`src/rtl/program_loader_pkg.sv`:
```
// Shared definitions for the program loader slice.
//   state_t      : loader FSM state, 3-bit encoding
//   INSTR_W_DEF  : default instruction word width
//   DEPTH_DEF    : default program buffer depth (power of two)
package loader_pkg;

  localparam int unsigned INSTR_W_DEF = 23;
  localparam int unsigned DEPTH_DEF   = 16;

  typedef enum logic [2:0] {
    IDLE  = 3'd0,
    ISSUE = 3'd1,
    WAIT  = 3'd2,
    DONE  = 3'd3,
    ERR   = 3'd4
  } state_t;

endpackage

```
`src/rtl/program_loader_if.sv`:
```
// Host-load and processor-issue signals of the program loader.
//   load_valid/load_data/load_ready : host appends program words
//   start/program_out/proc_done     : instruction issue to processor and completion
// master: host/processor side; slave: program_loader.
interface program_loader_if
  import loader_pkg::*;
#(
  parameter int unsigned INSTR_W = INSTR_W_DEF
);

  logic               load_valid;
  logic [INSTR_W-1:0] load_data;
  logic               load_ready;
  logic               start;
  logic [INSTR_W-1:0] program_out;
  logic               proc_done;

  modport master (
    output load_valid, load_data, proc_done,
    input  load_ready, start, program_out
  );

  modport slave (
    input  load_valid, load_data, proc_done,
    output load_ready, start, program_out
  );

endinterface

```
`src/rtl/program_loader_buffer.sv`:
```
// prog_buffer: DEPTH x INSTR_W program store.
//   clk             : write clock
//   wr_en/wr_addr/wr_data : single synchronous write port
//   rd_addr/rd_data : combinational read port
// Contents are not reset.
module prog_buffer
  import loader_pkg::*;
#(
  parameter int unsigned INSTR_W = INSTR_W_DEF,
  parameter int unsigned DEPTH   = DEPTH_DEF
) (
  input  logic                     clk,
  input  logic                     wr_en,
  input  logic [$clog2(DEPTH)-1:0] wr_addr,
  input  logic [INSTR_W-1:0]       wr_data,
  input  logic [$clog2(DEPTH)-1:0] rd_addr,
  output logic [INSTR_W-1:0]       rd_data
);

  logic [INSTR_W-1:0] mem [DEPTH];

  always_ff @(posedge clk) begin
    if (wr_en) mem[wr_addr] <= wr_data;
  end

  assign rd_data = mem[rd_addr];

endmodule

```
`src/rtl/program_loader.sv`:
```
// program_loader: buffers a program from a host and issues it word by word
// to a processor, waiting for proc_done after each start strobe.
//   clk, reset       : rising-edge clock, synchronous active-high reset
//   host (slave)     : load_valid/load_data/load_ready, start/program_out/proc_done
//   prog_clear       : empty the buffer (IDLE/DONE/ERR only)
//   run              : execute the buffered program from pc=0
//   busy / finished  : in ISSUE or WAIT / in DONE
//   pc / count       : current instruction index / number of buffered words
// Optional macro PROGRAM_LOADER_TIMEOUT_EN: WAIT watchdog of TIMEOUT_CYCLES
// cycles leading to ERR; without it WAIT lasts indefinitely.
module program_loader
  import loader_pkg::*;
#(
  parameter int unsigned INSTR_W        = INSTR_W_DEF,
  parameter int unsigned DEPTH          = DEPTH_DEF,
  parameter int unsigned TIMEOUT_CYCLES = 255
) (
  input  logic                     clk,
  input  logic                     reset,
  program_loader_if.slave          host,
  input  logic                     prog_clear,
  input  logic                     run,
  output logic                     busy,
  output logic                     finished,
  output logic [$clog2(DEPTH)-1:0] pc,
  output logic [$clog2(DEPTH):0]   count
);

  localparam int unsigned AW = $clog2(DEPTH);
  localparam logic [AW:0] FULL = (AW+1)'(DEPTH);

  state_t          state, state_n;
  logic [AW:0]     count_n;
  logic [AW-1:0]   pc_n;
  logic            load_hs;
  logic            wr_en;
  logic            at_last;
  logic            timeout;
  logic [INSTR_W-1:0] rd_data;

  prog_buffer #(
    .INSTR_W (INSTR_W),
    .DEPTH   (DEPTH)
  ) u_buf (
    .clk     (clk),
    .wr_en   (wr_en),
    .wr_addr (count[AW-1:0]),
    .wr_data (host.load_data),
    .rd_addr (pc),
    .rd_data (rd_data)
  );

`ifdef PROGRAM_LOADER_TIMEOUT_EN
  localparam int unsigned TW = $clog2(TIMEOUT_CYCLES + 1);
  localparam logic [TW-1:0] TLAST = TW'(TIMEOUT_CYCLES - 1);

  logic [TW-1:0] tcnt;

  // Counts consecutive WAIT cycles without proc_done; the first WAIT cycle reads 0.
  always_ff @(posedge clk) begin
    if (reset || state != WAIT || host.proc_done) tcnt <= '0;
    else                                         tcnt <= tcnt + 1'b1;
  end

  assign timeout = (tcnt == TLAST);
`else
  assign timeout = 1'b0;
`endif

  assign host.load_ready = (state == IDLE || state == DONE) && (count != FULL);
  assign load_hs         = host.load_valid && host.load_ready;
  assign at_last         = ({1'b0, pc} == count - {{AW{1'b0}}, 1'b1});

  assign busy     = (state == ISSUE) || (state == WAIT);
  assign finished = (state == DONE);
  assign host.start = (state == ISSUE);
  // pc and buffer are frozen while busy, so the read port holds program_out steady.
  assign host.program_out = busy ? rd_data : '0;

  always_ff @(posedge clk) begin
    if (reset) begin
      state <= IDLE;
      count <= '0;
      pc    <= '0;
    end else begin
      state <= state_n;
      count <= count_n;
      pc    <= pc_n;
    end
  end

  always_comb begin
    state_n = state;
    count_n = count;
    pc_n    = pc;
    wr_en   = 1'b0;
    case (state)
      IDLE, DONE: begin
        if (prog_clear) begin
          state_n = IDLE;
          count_n = '0;
          pc_n    = '0;
        end else if (load_hs) begin
          // An append always drops back to IDLE so finished clears; a
          // concurrent run is ignored.
          wr_en   = 1'b1;
          count_n = count + 1'b1;
          state_n = IDLE;
        end else if (run && count != '0) begin
          pc_n    = '0;
          state_n = ISSUE;
        end
      end
      ISSUE: state_n = WAIT;
      WAIT: begin
        if (host.proc_done) begin
          if (at_last) begin
            state_n = DONE;
          end else begin
            pc_n    = pc + 1'b1;
            state_n = ISSUE;
          end
        end else if (timeout) begin
          state_n = ERR;
        end
      end
      ERR: begin
        if (prog_clear) begin
          state_n = IDLE;
          count_n = '0;
          pc_n    = '0;
        end
      end
      default: state_n = IDLE;
    endcase
  end

endmodule

```
`src/flat_wrapper.sv`:
```
// flat-port wrapper written by rule: the top's interface ports become plain ports
module program_loader_flat import loader_pkg::*;
#(
  parameter int unsigned INSTR_W        = INSTR_W_DEF,
  parameter int unsigned DEPTH          = DEPTH_DEF,
  parameter int unsigned TIMEOUT_CYCLES = 255
)
  (clk, reset, prog_clear, run, busy, finished, pc, count, host_load_valid, host_load_data, host_proc_done, host_load_ready, host_start, host_program_out);
  program_loader_if #(.INSTR_W(INSTR_W)) host_i ();
  input  logic clk;
  input  logic reset;
  input  logic prog_clear;
  input  logic run;
  output logic busy;
  output logic finished;
  output logic [$clog2(DEPTH)-1:0] pc;
  output logic [$clog2(DEPTH):0] count;
  input wire logic [$bits(host_i.load_valid)-1:0] host_load_valid;
  input wire logic [$bits(host_i.load_data)-1:0] host_load_data;
  input wire logic [$bits(host_i.proc_done)-1:0] host_proc_done;
  output wire logic [$bits(host_i.load_ready)-1:0] host_load_ready;
  output wire logic [$bits(host_i.start)-1:0] host_start;
  output wire logic [$bits(host_i.program_out)-1:0] host_program_out;
  assign host_i.load_valid = host_load_valid;
  assign host_i.load_data = host_load_data;
  assign host_i.proc_done = host_proc_done;
  assign host_load_ready = host_i.load_ready;
  assign host_start = host_i.start;
  assign host_program_out = host_i.program_out;
  program_loader #(.INSTR_W(INSTR_W), .DEPTH(DEPTH), .TIMEOUT_CYCLES(TIMEOUT_CYCLES)) u_core (.clk(clk), .reset(reset), .host(host_i), .prog_clear(prog_clear), .run(run), .busy(busy), .finished(finished), .pc(pc), .count(count));
endmodule
```
`config.mk`:
```
export PLATFORM = sky130hd
export DESIGN_NAME = program_loader_flat
export DESIGN_NICKNAME = d
export VERILOG_FILES = /design/src/rtl/program_loader_pkg.sv /design/src/rtl/program_loader_if.sv /design/src/rtl/program_loader_buffer.sv /design/src/rtl/program_loader.sv /design/src/flat_wrapper.sv
export SDC_FILE = /design/constraint.sdc
export NUM_CORES = 1
export LEC_CHECK = 0
export CAP_MARGIN = 20
export CORE_MARGIN = 4
export CORE_UTILIZATION = 25
export DETAILED_ROUTE_END_ITERATION = 10
export GPL_TIMING_DRIVEN = 0
export SYNTH_ARGS = -nofsm -noshare
export SYNTH_HDL_FRONTEND = slang
export SYNTH_HIERARCHICAL = 1
export SYNTH_SLANG_ARGS = --single-unit
export TNS_END_PERCENT = 1
```
`constraint.sdc`:
```
create_clock -name clk -period 7.8 [get_ports clk]
set_input_delay 1.95 -clock clk [delete_from_list [all_inputs] [get_ports clk]]
set_output_delay 1.95 -clock clk [all_outputs]
set_load 0.05 [all_outputs]
```
# Word-level counts from Yosys, hierarchy flattened

Memories as Yosys holds them, arrays and structs flattened. A register that Yosys moved wholly into a read port is not among the register bits.
Cells that the tools add are included.

Add/sub/neg operators: 3
Eq/ne operators: 13
Multiplexer cells: 26
Reductions and logical operators: 13

Operators with widths:

| cell                | count |
|---|---|
| $mux 4              | 8 |
| $mux 23             | 1 |
| $mux 3              | 5 |
| $mux 5              | 3 |
| $pmux 3 s4          | 1 |
| $pmux 4 s3          | 1 |
| $pmux 5 s2          | 1 |
| $eq 3x2->1 const B  | 2 |
| $ne 2x2->1 const B  | 3 |
| $ne 3x2->1 const B  | 2 |
| $reduce_and 3->1    | 2 |
| $reduce_and 6->1    | 1 |
| $add 5x1->5 const B | 1 |
| $eq 4x5->1          | 1 |
| $mux 1              | 5 |
| $ne 5x5->1 const B  | 1 |
| $reduce_bool 5->1   | 1 |
| $sub 5x1->5 const B | 1 |
| $add 4x1->4 const B | 1 |
| $ne 4x2->1 const B  | 1 |
| $eq 3x1->1 const B  | 1 |
| $eq 3x3->1 const B  | 1 |
| $logic_and 1x1->1   | 3 |
| $logic_not 3->1     | 1 |
| other kinds (6)     | 7 |

Bits in registers: 12
RAM bits: 368
Input bits: 29
Output and inout bits: 36
Logic and storage cells: 59
Memories: 1

Memories:

| memory           | words | width | rd ports | clocked after memory_dff | write ports | line                        | source |
|---|---|---|---|---|---|---|---|
| u_core.u_buf.mem | 16    | 23    | 1        | 1                        | 1           | program_loader_buffer.sv:20 | `logic [INSTR_W-1:0] mem [DEPTH];` |

# Longest topological paths before layout

Depth after elaboration: 9
Mapped depth: 8
Gate-level depth less buffers: 7

# Cells and area by module

The synthesis kept the hierarchy.

By module, submodules not included:

| module         | times used | cells each | area each (sq um) |
|---|---|---|---|
| prog_buffer    | 1          | 585        | 13848.3 |
| program_loader | 1          | 116        | 922.1 |

# Worst setup path before layout

Ideal clock, no wire load.

Path kind: input -> register
Start: input port host_load_valid
End: memory u_core/u_buf/mem[0][0] in the netlist's numbering, enable pin
Arrival time: 4.725 ns
Data required time: 7.368 ns
Path slack: 2.643 ns
Cell stages on the path: 4
Buffers on the path: 0
Cell sequence: a21boi_2 nor3b_1 or3b_2 nor3_1

Word-level cells in the longest chain between the ends: 6

Ends and longest elaborated chain:

| what                         | line                        | source |
|---|---|---|
| from (decl)                  | flat_wrapper.sv:18          | `input wire logic [$bits(host_i.load_valid)-1:0] host_load_valid;` |
| $logic_and 1x1->1            | program_loader.sv:71        | `assign load_hs = host.load_valid && host.load_ready;` |
| $mux 1                       | program_loader.sv:103       | `end else if (load_hs) begin` |
| $mux 1                       | program_loader.sv:99        | `if (prog_clear) begin` |
| $mux 1                       | program_loader.sv:97        | `case (state)` |
| via u_core.wr_en             | program_loader.sv:36        | `logic wr_en;` |
| $mux 1                       | program_loader_buffer.sv:23 | `if (wr_en) mem[wr_addr] <= wr_data;` |
| $mux 1 (implied by the code) | program_loader_buffer.sv:23 |  |
| to (decl)                    | program_loader_buffer.sv:20 |  |

The timed path passes the listed nets, and every way through them passes these cells.

==> impl_metrics.tcl <==
set metrics [dict create \
    worstMarginPinSlew_ps 1010 \
    period_share_pct 74.8 \
    power_density_nw_per_um2 248 \
    path_delay_family "buffers and inverters" \
    synth_xor_area_share_pct 0.296 \
    synth_edf_count 368 \
    wl_per_cell_um 21.5 \
    synth_cell_types 43 \
    final_cell_mix "368 x edfxtp_1, 92 x mux4_2, 64 x clkdlybuf4s50_1" \
    grt_usage_pct 10.9 \
    gp_congestion 0.723 \
    rsz0062_at_grt "false" \
    top_layer "met5" \
    synth_flop_cell "edfxtp_1" \
    drive_gt1_share_pct 22.7 \
    cts_tree "yes" \
    viasPerCell 4.58 \
    drc 0 \
    synth.top_cells.by_area "edfxtp_1 75%, mux4_2 14%, a22oi_1 2.3%" \
    wl_met2_mm 17.3 \
    ys_seq_area_share_pct 76.3 \
    avgSynthCellArea_um2 21.1 \
    vias 7395 \
    ir_drop_v 0.000127 \
    antenna_left 0 \
    cts_resized 0 \
    synth-simple-area-share_pct 3.56 \
    dr.first_iter.drc_count 579 \
    fmax_mhz 171 \
    grt_antenna_before_repair 2 \
    clk_path_buf_depth 3 \
    syn2layout_area_growth_pct 21.6 \
    initial_core_util_pct 25.4 \
    wirelength_met1_mm 14.7 \
    hold_buffers 0 \
    synth_top_area_share_pct 74.8 \
    p_leak_nw 5.35 \
    placementRows 88 \
    crit_fanout 12 \
    grt_pass1_vias 7670 \
    synth_fa_ha_area_share_pct 0.508 \
    cts_setup_buffers 0 \
    synth_nets 736 \
    maxCapViolCount 0 \
    async_reset_ff_share_pct 0 \
    core_um2 58100 \
    worstSkewPairLatency_ps 550 \
    syn-cell-area_um2 14800 \
    synth-seq-cells 379 \
    dieArea_um2 63000 \
    drv_slew 0 \
    cp.required_ps 5850 \
    dr.pass1.iters 5 \
    die_height_um 251 \
    fillers 5605 \
    hpwlAfterDp_mm 21.7 \
    slowest_stage "clkdlybuf4s50_1" \
    io-pin-count 65 \
    final_nets 857 \
    crit_arrival_ps 3880 \
    synth_compound_gate_area_share_pct 3.76 \
    cts-root-buf "clkbuf_16" \
    finalCriticalPeriod_ps 5830 \
    finalSetupTns_ps 0 \
    crit_path_end_kind "output pin" \
    ys_warn_count 6 \
    total_power_mw 4.45 \
    fin_worst_skew_ps 12.0 \
    drt-total-wl_mm 34.7 \
    slew_headroom_pct 32.3 \
    hold_viol_final 0 \
    cpMostUsedCell "nor2b_1" \
    critical-path-max-stage-delay_ps 870 \
    path_buf_inv 2 \
    route.met3.wl_mm 2.15 \
    cp-start-kind "flop" \
    layout_commonest_cell "edfxtp_1" \
    synthCells 701 \
    muxShareOfSynthArea_pct 14.2 \
    status "finished, final reports clean" \
    clk_pin_slew_ps 60 \
    grt_pass1_wl_mm 51.7 \
    die_w_um 251 \
    synth_top_area_cell "edfxtp_1" \
    setup_violations 0 \
    grt_max_degree 24 \
    io_buffers 64 \
    path_cells "nor2b_1, clkbuf_1, a22oi_1, nand2_1, nor2b_1, clkdlybuf4s50_1" \
    hold_path_class "flop to flop" \
    crit_type "flop to output pin" \
    synth_top_family_by_area "multiplexers" \
    grt.overflow.total 0 \
    cts_made_buffers 40 \
    h-tree-depth 2 \
    cts.sinks 379 \
]
[final timing paths]
path                                                    from  slack (ps)                                end  cells after the start
worst min register to register  u_core/state[0]$_SDFFE_PP0P_         530       u_core/state[0]$_SDFFE_PP0P_                      2
worst max-delay path               u_core/pc[2]$_SDFFE_PP0P_        1970                host_program_out[4]                      6
worst min-delay path            u_core/state[0]$_SDFFE_PP0P_         530       u_core/state[0]$_SDFFE_PP0P_                      2
worst max register to register  u_core/count[0]$_SDFFE_PP0P_        3680  u_core/u_buf/mem[0][20]$_DFFE_PP_                      8
[flip-flops by register name, indices dropped and copies added (netlist names)]
register / count
u_core/count: 5
u_core/state: 2
u_core/pc: 4
u_core/u_buf/mem: 368
[kinds of logic after synthesis]
group	after synthesis
adders and majority gates	6
and+or+nand+nor	103
xor gates and xnor gates	5
DFF	379
buffers and inverters	41
AOI/OAI and AO/OA	73
muxes	94
[power by group]
group | total (mW) | internal, mW | switching [mW]
clock | 1.83 | 1.06 | 0.761
combinational | 0.363 | 0.138 | 0.224
sequential | 2.26 | 2.25 | 0.00845
total | 4.45 | 3.45 | 0.994
[layer usage]
layer  GRT usage, %  vias to the layer above
li1               -                     3169
met5              0                        -
met2           18.3                      239
met3           2.60                       51
met4           2.57                        2
met1           14.4                     3934
[Yosys cell counts, types with 6 or more instances]
library cell and n:
a22oi_1 46, buf_1 7, clkbuf_1 13, dfxtp_1 11
edfxtp_1 368, ha_1 6, inv_1 8, mux4_2 92
nand2_1 31, nor2_1 19, nor2b_1 25, nor3_1 6
[worst reg2reg max path, stage by stage (launching register included)]
cell	delay, ps
dfxtp_1	700
inv_1	110
ha_1	280
nor3b_1	200
a21boi_2	250
nor3b_1	660
or3b_2	630
nor3_2	720
buf_6	270
[per-stage QoR]
stage	cells	hold WS, ps	cell area (um^2)	util, %	setup WS, ps
6_report	1613	528	18000	30.9	1970
5_1_grt	1612	566	18000	30.9	1830
4_1_cts	1612	534	18000	30.9	1900
3_5_place_dp	1545	524	16700	28.7	2490
3_3_place_gp	1530	502	16400	28.2	23.4
2_1_floorplan	701	473	14800	-	2640
[cell type report]
cell class                 instances  area (um^2)  area share, %
antenna                            1         2.50         0.0139
buffer                            33          178          0.990
clock buffer                      49         1060           5.88
clock inverter                    18          189           1.05
inverter                           8         30.0          0.167
multi-input combinational        281         3400           18.9
sequential                       379        11300           62.8
tap                              765          957           5.33
timing repair buffer              79          870           4.84
No activity file was read; power rests on OpenSTA's default activity.
